**config.mk**
```make
export PLATFORM = sky130hd
export DESIGN_NAME = alu_acc_sequencer
export DESIGN_NICKNAME = d
export VERILOG_FILES = /design/src/rtl/alu_acc_sequencer.sv
export SDC_FILE = /design/constraint.sdc
export NUM_CORES = 1
export LEC_CHECK = 0
export ABC_AREA = 1
export BUFFER_PORTS_ARGS = -buffer_cell sky130_fd_sc_hd__buf_4
export CAP_MARGIN = 20
export CELL_PAD_IN_SITES_DETAIL_PLACEMENT = 0
export CELL_PAD_IN_SITES_GLOBAL_PLACEMENT = 1
export CORE_MARGIN = 4
export CORE_UTILIZATION = 32
export DETAILED_ROUTE_END_ITERATION = 10
export PLACE_DENSITY_LB_ADDON = 0.12
export SYNTH_ARGS = -nofsm -noshare
export SYNTH_HDL_FRONTEND = slang
export SYNTH_SLANG_ARGS = --single-unit
```
**constraint.sdc**
```tcl
create_clock -name clock -period 1.8 [get_ports clock]
set_input_delay 0.09 -clock clock [delete_from_list [all_inputs] [get_ports clock]]
set_output_delay 0.09 -clock clock [all_outputs]
set_load 0.01 [all_outputs]
```
**src/rtl/alu_acc_sequencer.sv**
```systemverilog
// rtl/alu_acc_sequencer.sv - accumulator sequencer that feeds a fixed-latency ALU
//
// Purpose:
//   Accepts one instruction (opcode + operand) at a time. It drives the ALU with
//   the accumulator on io_alu_a and the latched operand/opcode on io_alu_b/io_alu_op.
//   After ALU_LAT cycles it writes io_alu_result back into the accumulator.
//   The block does no arithmetic of its own.
//
// Ports:
//   clock, reset          rising-edge clock; synchronous active-low reset
//   io_clear              synchronous abort: zero accumulator, drop in-flight op
//   io_in_valid/ready     instruction handshake; io_in_op / io_in_operand payload
//   io_alu_a/b/op         to ALU (accumulator, latched operand, latched opcode)
//   io_alu_result         from ALU
//   io_acc                accumulator value
//   io_out_valid          one-cycle pulse after each retire (write-back)
//   io_busy               instruction in flight
//   io_op_count           retired-instruction counter (wraps at 16 bits)
module alu_acc_sequencer #(
  parameter int WIDTH   = 16,
  parameter int ALU_LAT = 1
) (
  input  logic             clock,
  input  logic             reset,
  input  logic             io_clear,
  input  logic             io_in_valid,
  output logic             io_in_ready,
  input  logic [2:0]       io_in_op,
  input  logic [WIDTH-1:0] io_in_operand,
  output logic [WIDTH-1:0] io_alu_a,
  output logic [WIDTH-1:0] io_alu_b,
  output logic [2:0]       io_alu_op,
  input  logic [WIDTH-1:0] io_alu_result,
  output logic [WIDTH-1:0] io_acc,
  output logic             io_out_valid,
  output logic             io_busy,
  output logic [15:0]      io_op_count
);

  localparam logic [0:0] ST_IDLE = 1'b0;
  localparam logic [0:0] ST_EXEC = 1'b1;
  localparam logic [2:0] LAT     = 3'(ALU_LAT);

  logic [0:0]       state_q,     state_d;
  logic [WIDTH-1:0] acc_q,       acc_d;
  logic [WIDTH-1:0] operand_q,   operand_d;
  logic [2:0]       op_q,        op_d;
  logic [2:0]       cnt_q,       cnt_d;
  logic [15:0]      op_count_q,  op_count_d;
  logic             out_valid_q, out_valid_d;

  always_comb begin
    state_d     = state_q;
    acc_d       = acc_q;
    operand_d   = operand_q;
    op_d        = op_q;
    cnt_d       = cnt_q;
    op_count_d  = op_count_q;
    out_valid_d = 1'b0;

    // Clear beats any handshake or retire in the same cycle; the retire count is kept.
    if (io_clear) begin
      state_d = ST_IDLE;
      acc_d   = '0;
      cnt_d   = '0;
    end else begin
      case (state_q)
        ST_IDLE: begin
          if (io_in_valid) begin
            op_d      = io_in_op;
            operand_d = io_in_operand;
            cnt_d     = '0;
            state_d   = ST_EXEC;
          end
        end
        default: begin
          // The counter marks how long the ALU inputs have been stable. The result
          // is taken at the edge where the counter has reached the ALU latency.
          if (cnt_q == LAT) begin
            acc_d       = io_alu_result;
            op_count_d  = op_count_q + 16'd1;
            out_valid_d = 1'b1;
            state_d     = ST_IDLE;
          end else begin
            cnt_d = cnt_q + 3'd1;
          end
        end
      endcase
    end
  end

  always_ff @(posedge clock) begin
    if (!reset) begin
      state_q     <= ST_IDLE;
      acc_q       <= '0;
      operand_q   <= '0;
      op_q        <= '0;
      cnt_q       <= '0;
      op_count_q  <= '0;
      out_valid_q <= 1'b0;
    end else begin
      state_q     <= state_d;
      acc_q       <= acc_d;
      operand_q   <= operand_d;
      op_q        <= op_d;
      cnt_q       <= cnt_d;
      op_count_q  <= op_count_d;
      out_valid_q <= out_valid_d;
    end
  end

  // io_alu_a comes from the registered accumulator, never from io_alu_result, so
  // there is no combinational loop through the ALU.
  assign io_alu_a     = acc_q;
  assign io_alu_b     = operand_q;
  assign io_alu_op    = op_q;
  assign io_acc       = acc_q;
  assign io_out_valid = out_valid_q;
  assign io_in_ready  = (state_q == ST_IDLE);
  assign io_busy      = (state_q == ST_EXEC);
  assign io_op_count  = op_count_q;

endmodule
```
==> flow_summary.ini, run 1 <==
[synthesis]
synth.most_common_cell = nor2_1
seq_area_frac_synth = 0.455
synth_fp_nets = 372
yosysTopAreaCell = dfxtp_1
synth_area_leaders = dfxtp_1 (46%), nor2_1 (10%), nand2_1 (7.5%)
synth_edf_count = 0
synthFlopType = dfxtp_1
syn_inst = 330
ys_types = 23
netlist_area_um2 = 2460
synth_seq_cells = 56
synthTopCellsByCount = nor2_1 (68), dfxtp_1 (56), nand2_1 (49)
yosys.area.top_type_share = 0.455
async_flop_share = 0
syn_area_per_cell_um2 = 7.46
yosys_warnings = 0

[timing]
finalSetupTns_ps = 0
rsz0062_at_grt = no
finalCritPeriodShare = 0.807
report.final.hold_viol_count = 0
fin_crit_ps = 1450
max_freq_mhz = 688
finalSetupViolCount = 0
slew_viol_final = 0
relSlewSlack = 0.753
clock_skew_ps = 5.47
tightest_slew_ps = 369

[critical_path]
reg2reg_slack_ps = 350
critPathSlowestCell = dfxtp_1
crit_family = simple AND/OR/NAND/NOR gates
crit_start = io_op_count[1]$_SDFFE_PN0P_
cp-start-kind = register
crit_top_cell = nor2_1
crit_path_end_kind = register
arrival_ps = 1670
worstPathRequired_ps = 2010
reg2reg_from = io_op_count[1]$_SDFFE_PN0P_
crit_chain = ha_1, nand3_1, nor2_1, nand2_4, inv_2, nand3_1, nor2_1, nor2_1
path_class = reg2reg
critPathMaxStageDelay_ps = 400
worst-path-buf-inv = 1
crit_path_max_fanout = 5

[cells_and_area]
fin_nets = 480
fillerInstances = 728
antennaDiodeCount = 0
drive_gt1_frac = 0.326
multi_input_area_um2 = 1070
regArea_um2 = 1120
area_growth_pct = 42.7

[clock_tree]
cts.sinks = 56
post_cts_resize_count = 0
ctsRootBufferMaster = clkbuf_8
cts_setup_buffers = 0
ctsHoldBuffers = 14
h-tree-depth = 2
cts_tree = done
clk_latency_ps = 310
clk_path_buf_depth = 2
clk_pin_slew_ps = 90
cts_buffers = 5

[run]
drv_cap = 0

[grt]
grt_first_pass_wirelength_um = 10600
grt_overflow = 0
grt_max_degree = 21
antenna_found_initial = 0
grt_pass1_vias = 2253
grt_use_total = 0.143

[min_path]
hold_start = io_alu_result[2]
hp-class = in2reg

[placed_design]
dp_hpwl_um = 4770
routabilityCongestion = 0.811
portBuffers = 108

[drt]
wire_per_inst_um = 12.2
vias = 2371
post-route-drc-count = 0
drt-initial-drc-count = 57
vias_per_cell = 4.41
first_pass_iters = 4
totalWireLength_um = 6570
ant_nets = 0

[pwr]
finalPower_uw = 2340
power_density_nw_per_um2 = 665
p_leak_uw = 0.00165
peakVddDrop_mv = 0.304

[floorplanning]
core_area_um2 = 7370
fp.dieArea_um2 = 9160
die_y_um = 95.7
die_w_um = 95.7
io_pins = 109
core.rowCount = 31
start_util = 0.334

[status]
status = finished, final reports clean
[worst min-delay path, delay by kind of cell]
family                 cells  cell delay [ps]
buffers and inverters      1               80
AND/OR/NAND/NOR            2              110
[through the flow]
step	cell area (µm²)	hold WS [ps]	util	cells	setup WS [ps]
3_5_place_dp	3270	319	0.443	516	385
3_3_place_gp	3270	313	0.443	516	413
4_1_cts	3510	0.965	0.477	538	352
6_report	3510	7.69	0.477	538	347
5_1_grt	3510	11.2	0.477	538	233
2_1_floorplan	2460	214	-	330	431
[routing by layer]
metal / share of wire / global-route usage / routed length [µm] / vias to the layer above
met3: 0.071 / 0.0352 / 468 / 4
met4: 0.0070 / 0.0355 / 46 / 0
met2: 0.45 / 0.232 / 2940 / 61
met1: 0.48 / 0.192 / 3120 / 1049
li1: - / - / - / 1257
met5: 0 / 0 / 0 / -
[logic make-up (layout without fill, tap and decap cells)]
logic type	count (synthesis)	after routing	share of synthesized area
adder cells (fa/ha/maj)	3	3	0.0152
XOR/XNOR	1	1	0.00356
AND/OR/NAND/NOR	167	167	0.309
AO/OA/AOI/OAI	51	51	0.107
flip-flops	56	56	0.455
buffers and inverters	52	161	0.110
[layout by cell type (no fill, tap or decap), types with 4 or more instances in the layout]
cell type / n
dlygate4sd3_1: 14
a21oi_1: 28
nor2_1: 68
clkbuf_8: 5
nand3_1: 29
nand2_1: 49
o21ai_0: 18
nor2_4: 4
nand4_1: 4
inv_2: 7
buf_4: 114
inv_1: 18
dfxtp_1: 56
[state kept, by name, indices dropped and copies added, names as in the netlist]
name / count
io_out_valid: 1
io_acc: 16
io_op_count: 16
cnt_q: 3
io_busy: 1
io_alu_b: 16
io_alu_op: 3
[power breakdown]
part	switching (µW)	internal (µW)
logic	116	134
clock network	398	414
registers	12.8	1260
[final timing paths]
path                            cells past startpoint                      endpoint
worst max-delay path                                8  io_op_count[10]$_SDFFE_PN0P_
worst min-delay path                                3        io_acc[2]$_SDFFE_PP0P_
worst max register to register                      8  io_op_count[10]$_SDFFE_PN0P_
worst min register to register                      2     io_alu_b[15]$_SDFFE_PN0P_
[cell type report]
type                    instances  share of cell area
clock buffers                   6              0.0207
clock inverters                 2             0.00997
inverters                      25              0.0267
multi-input cells             222               0.305
flip-flops and latches         56               0.319
well taps                      99              0.0353
repair buffers                128               0.283
(Power assumes the default switching activity.)
==> run 2: changes to the inputs <==
Clock period 1.8 ns to 1.45 ns, I/O delays scaled along.
==> run 2 against run 1 <==
  * Die area unchanged
  * Global-route usage down 0.12 points
  * Via count up 3.7%
  * Highest routed layer unchanged
  * Critical endpoint is now cnt_q[2]$_SDFFE_PP0P_
  * Fmax up 9.6%
==> flow_summary.ini, run 2 (synthesis results as in run 1) <==
[status]
status = finished, final reports clean

[cells_and_area]
fillerInstances = 776
area_growth_pct = 46.2
fin_cells = 547
final_core_util = 0.489
final_cell_mix = buf_4 (122), nor2_1 (64), dfxtp_1 (54), nand2_1 (49), nand3_1 (29)
layout_commonest_cell = buf_4
drive_gt1_frac = 0.357
fin_nets = 489
antennaDiodeCount = 0

[timing]
rsz0062_at_grt = no
fin_ws_ps = 124
tightest_slew_ps = 356
clock_skew_ps = 11.7
finalSetupViolCount = 0
fin_hold_ws_ps = 9.98
relSlewSlack = 0.762
slew_viol_final = 0
fin_crit_ps = 1330
report.final.hold_viol_count = 0
finalCritPeriodShare = 0.914
max_freq_mhz = 754
finalSetupTns_ps = 0

[pwr]
power_density_nw_per_um2 = 775
p_leak_uw = 0.00169
peakVddDrop_mv = 0.520

[drt]
totalWireLength_um = 6580
drt-initial-drc-count = 67
ant_nets = 0
vias = 2459
vias_per_cell = 4.50
first_pass_iters = 4
wire_per_inst_um = 12.0
post-route-drc-count = 0

[placed_design]
routabilityCongestion = 0.800
dp.cells = 523
preCtsSetupSlack_ps = 49.0
dp_hpwl_um = 4810
portBuffers = 108

[critical_path]
crit_path_max_fanout = 3
critPathMaxStageDelay_ps = 350
crit_start = cnt_q[1]$_SDFFE_PP0P_
arrival_ps = 1540
worst-path-buf-inv = 3
crit_family = simple AND/OR/NAND/NOR gates
crit_path_end_kind = register
crit_chain = inv_1, ha_4, inv_1, nor2_4, nor2_1, nor2_2, inv_2, nand3_1, nand2_1, nor2_1
worstPathRequired_ps = 1660
critPathSlowestCell = dfxtp_2
path_class = reg2reg
cp-start-kind = register
reg2reg_from = cnt_q[1]$_SDFFE_PP0P_

[clock_tree]
clk_latency_ps = 310
clk_pin_slew_ps = 100
cts_buffers = 5
clk_path_buf_depth = 2
ctsRootBufferMaster = clkbuf_8
cts_tree = done
h-tree-depth = 2
cts.sinks = 56

[grt]
antenna_found_initial = 0
grt_use_total = 0.142
grt_max_degree = 23
grt_pass1_vias = 2283
grt_overflow = 0
grt_first_pass_wirelength_um = 10500

[min_path]
hold_start = io_alu_result[7]
hp-class = in2reg

[floorplanning]
start_util = 0.334
io_pins = 109
die_y_um = 95.7
core.rowCount = 31
die_w_um = 95.7
fp.dieArea_um2 = 9160
core_area_um2 = 7370

[run]
drv_cap = 0
## run 2: changes by cell type in the layout (fill, tap and decap cells not counted), sizes merged
cell	previous run	this run
clkinvlp	0	1
clkbuf	6	5
buf	114	122
bufinv	1	0
inv	25	26
dlygate4sd3	14	15
## run 2: power by group
part	internal, µW	switching [µW]
Sequential	1570	16.6
Clock	356	540
Combinational	169	143
## run 2: worst paths after layout
kind	to	slack, ps	depth (start not counted)
setup / recovery	cnt_q[2]$_SDFFE_PP0P_	120	10
hold / removal	io_acc[7]$_SDFFE_PP0P_	10	3
setup reg to reg	cnt_q[2]$_SDFFE_PP0P_	120	10
hold reg to reg	io_alu_b[4]$_SDFFE_PN0P_	470	2
## run 2: per-layer routing
metal | track usage | part of all wire | routed length, µm
met5 | 0 | 0 | 0
met4 | 0.0355 | 0.0032 | 21
met3 | 0.0281 | 0.061 | 402
met1 | 0.186 | 0.45 | 2990
met2 | 0.240 | 0.48 | 3170
## run 2: final cells by class
type	count	area, µm²	area share
clock inverter	3	27.5	0.00764
clock buffer	5	68.8	0.0191
inverter	25	93.8	0.0261
tap	99	124	0.0344
timing repair buffer	137	1070	0.296
sequential	56	1120	0.312
multi-input combinational	222	1100	0.305
## run 2: worst min-delay path, cell delays in order
cell	delay (ps)
buf_4	80
nor2_1	30
nor2_1	100
## run 2: per-stage QoR
stage	power, µW	area, µm²
floorplan	1740	2460
global placement	1900	3320
detailed placement	1900	3320
CTS	2850	3560
global route	2920	3600
finish	2790	3600
## run 2: timing repair
item / CTS / global route
setup buffers: 0 / 1
hold endpoints to repair: 15 / 0
resized for setup: 0 / 9
hold buffers: 15 / 0
endpoints found under the setup margin: 0 / 17
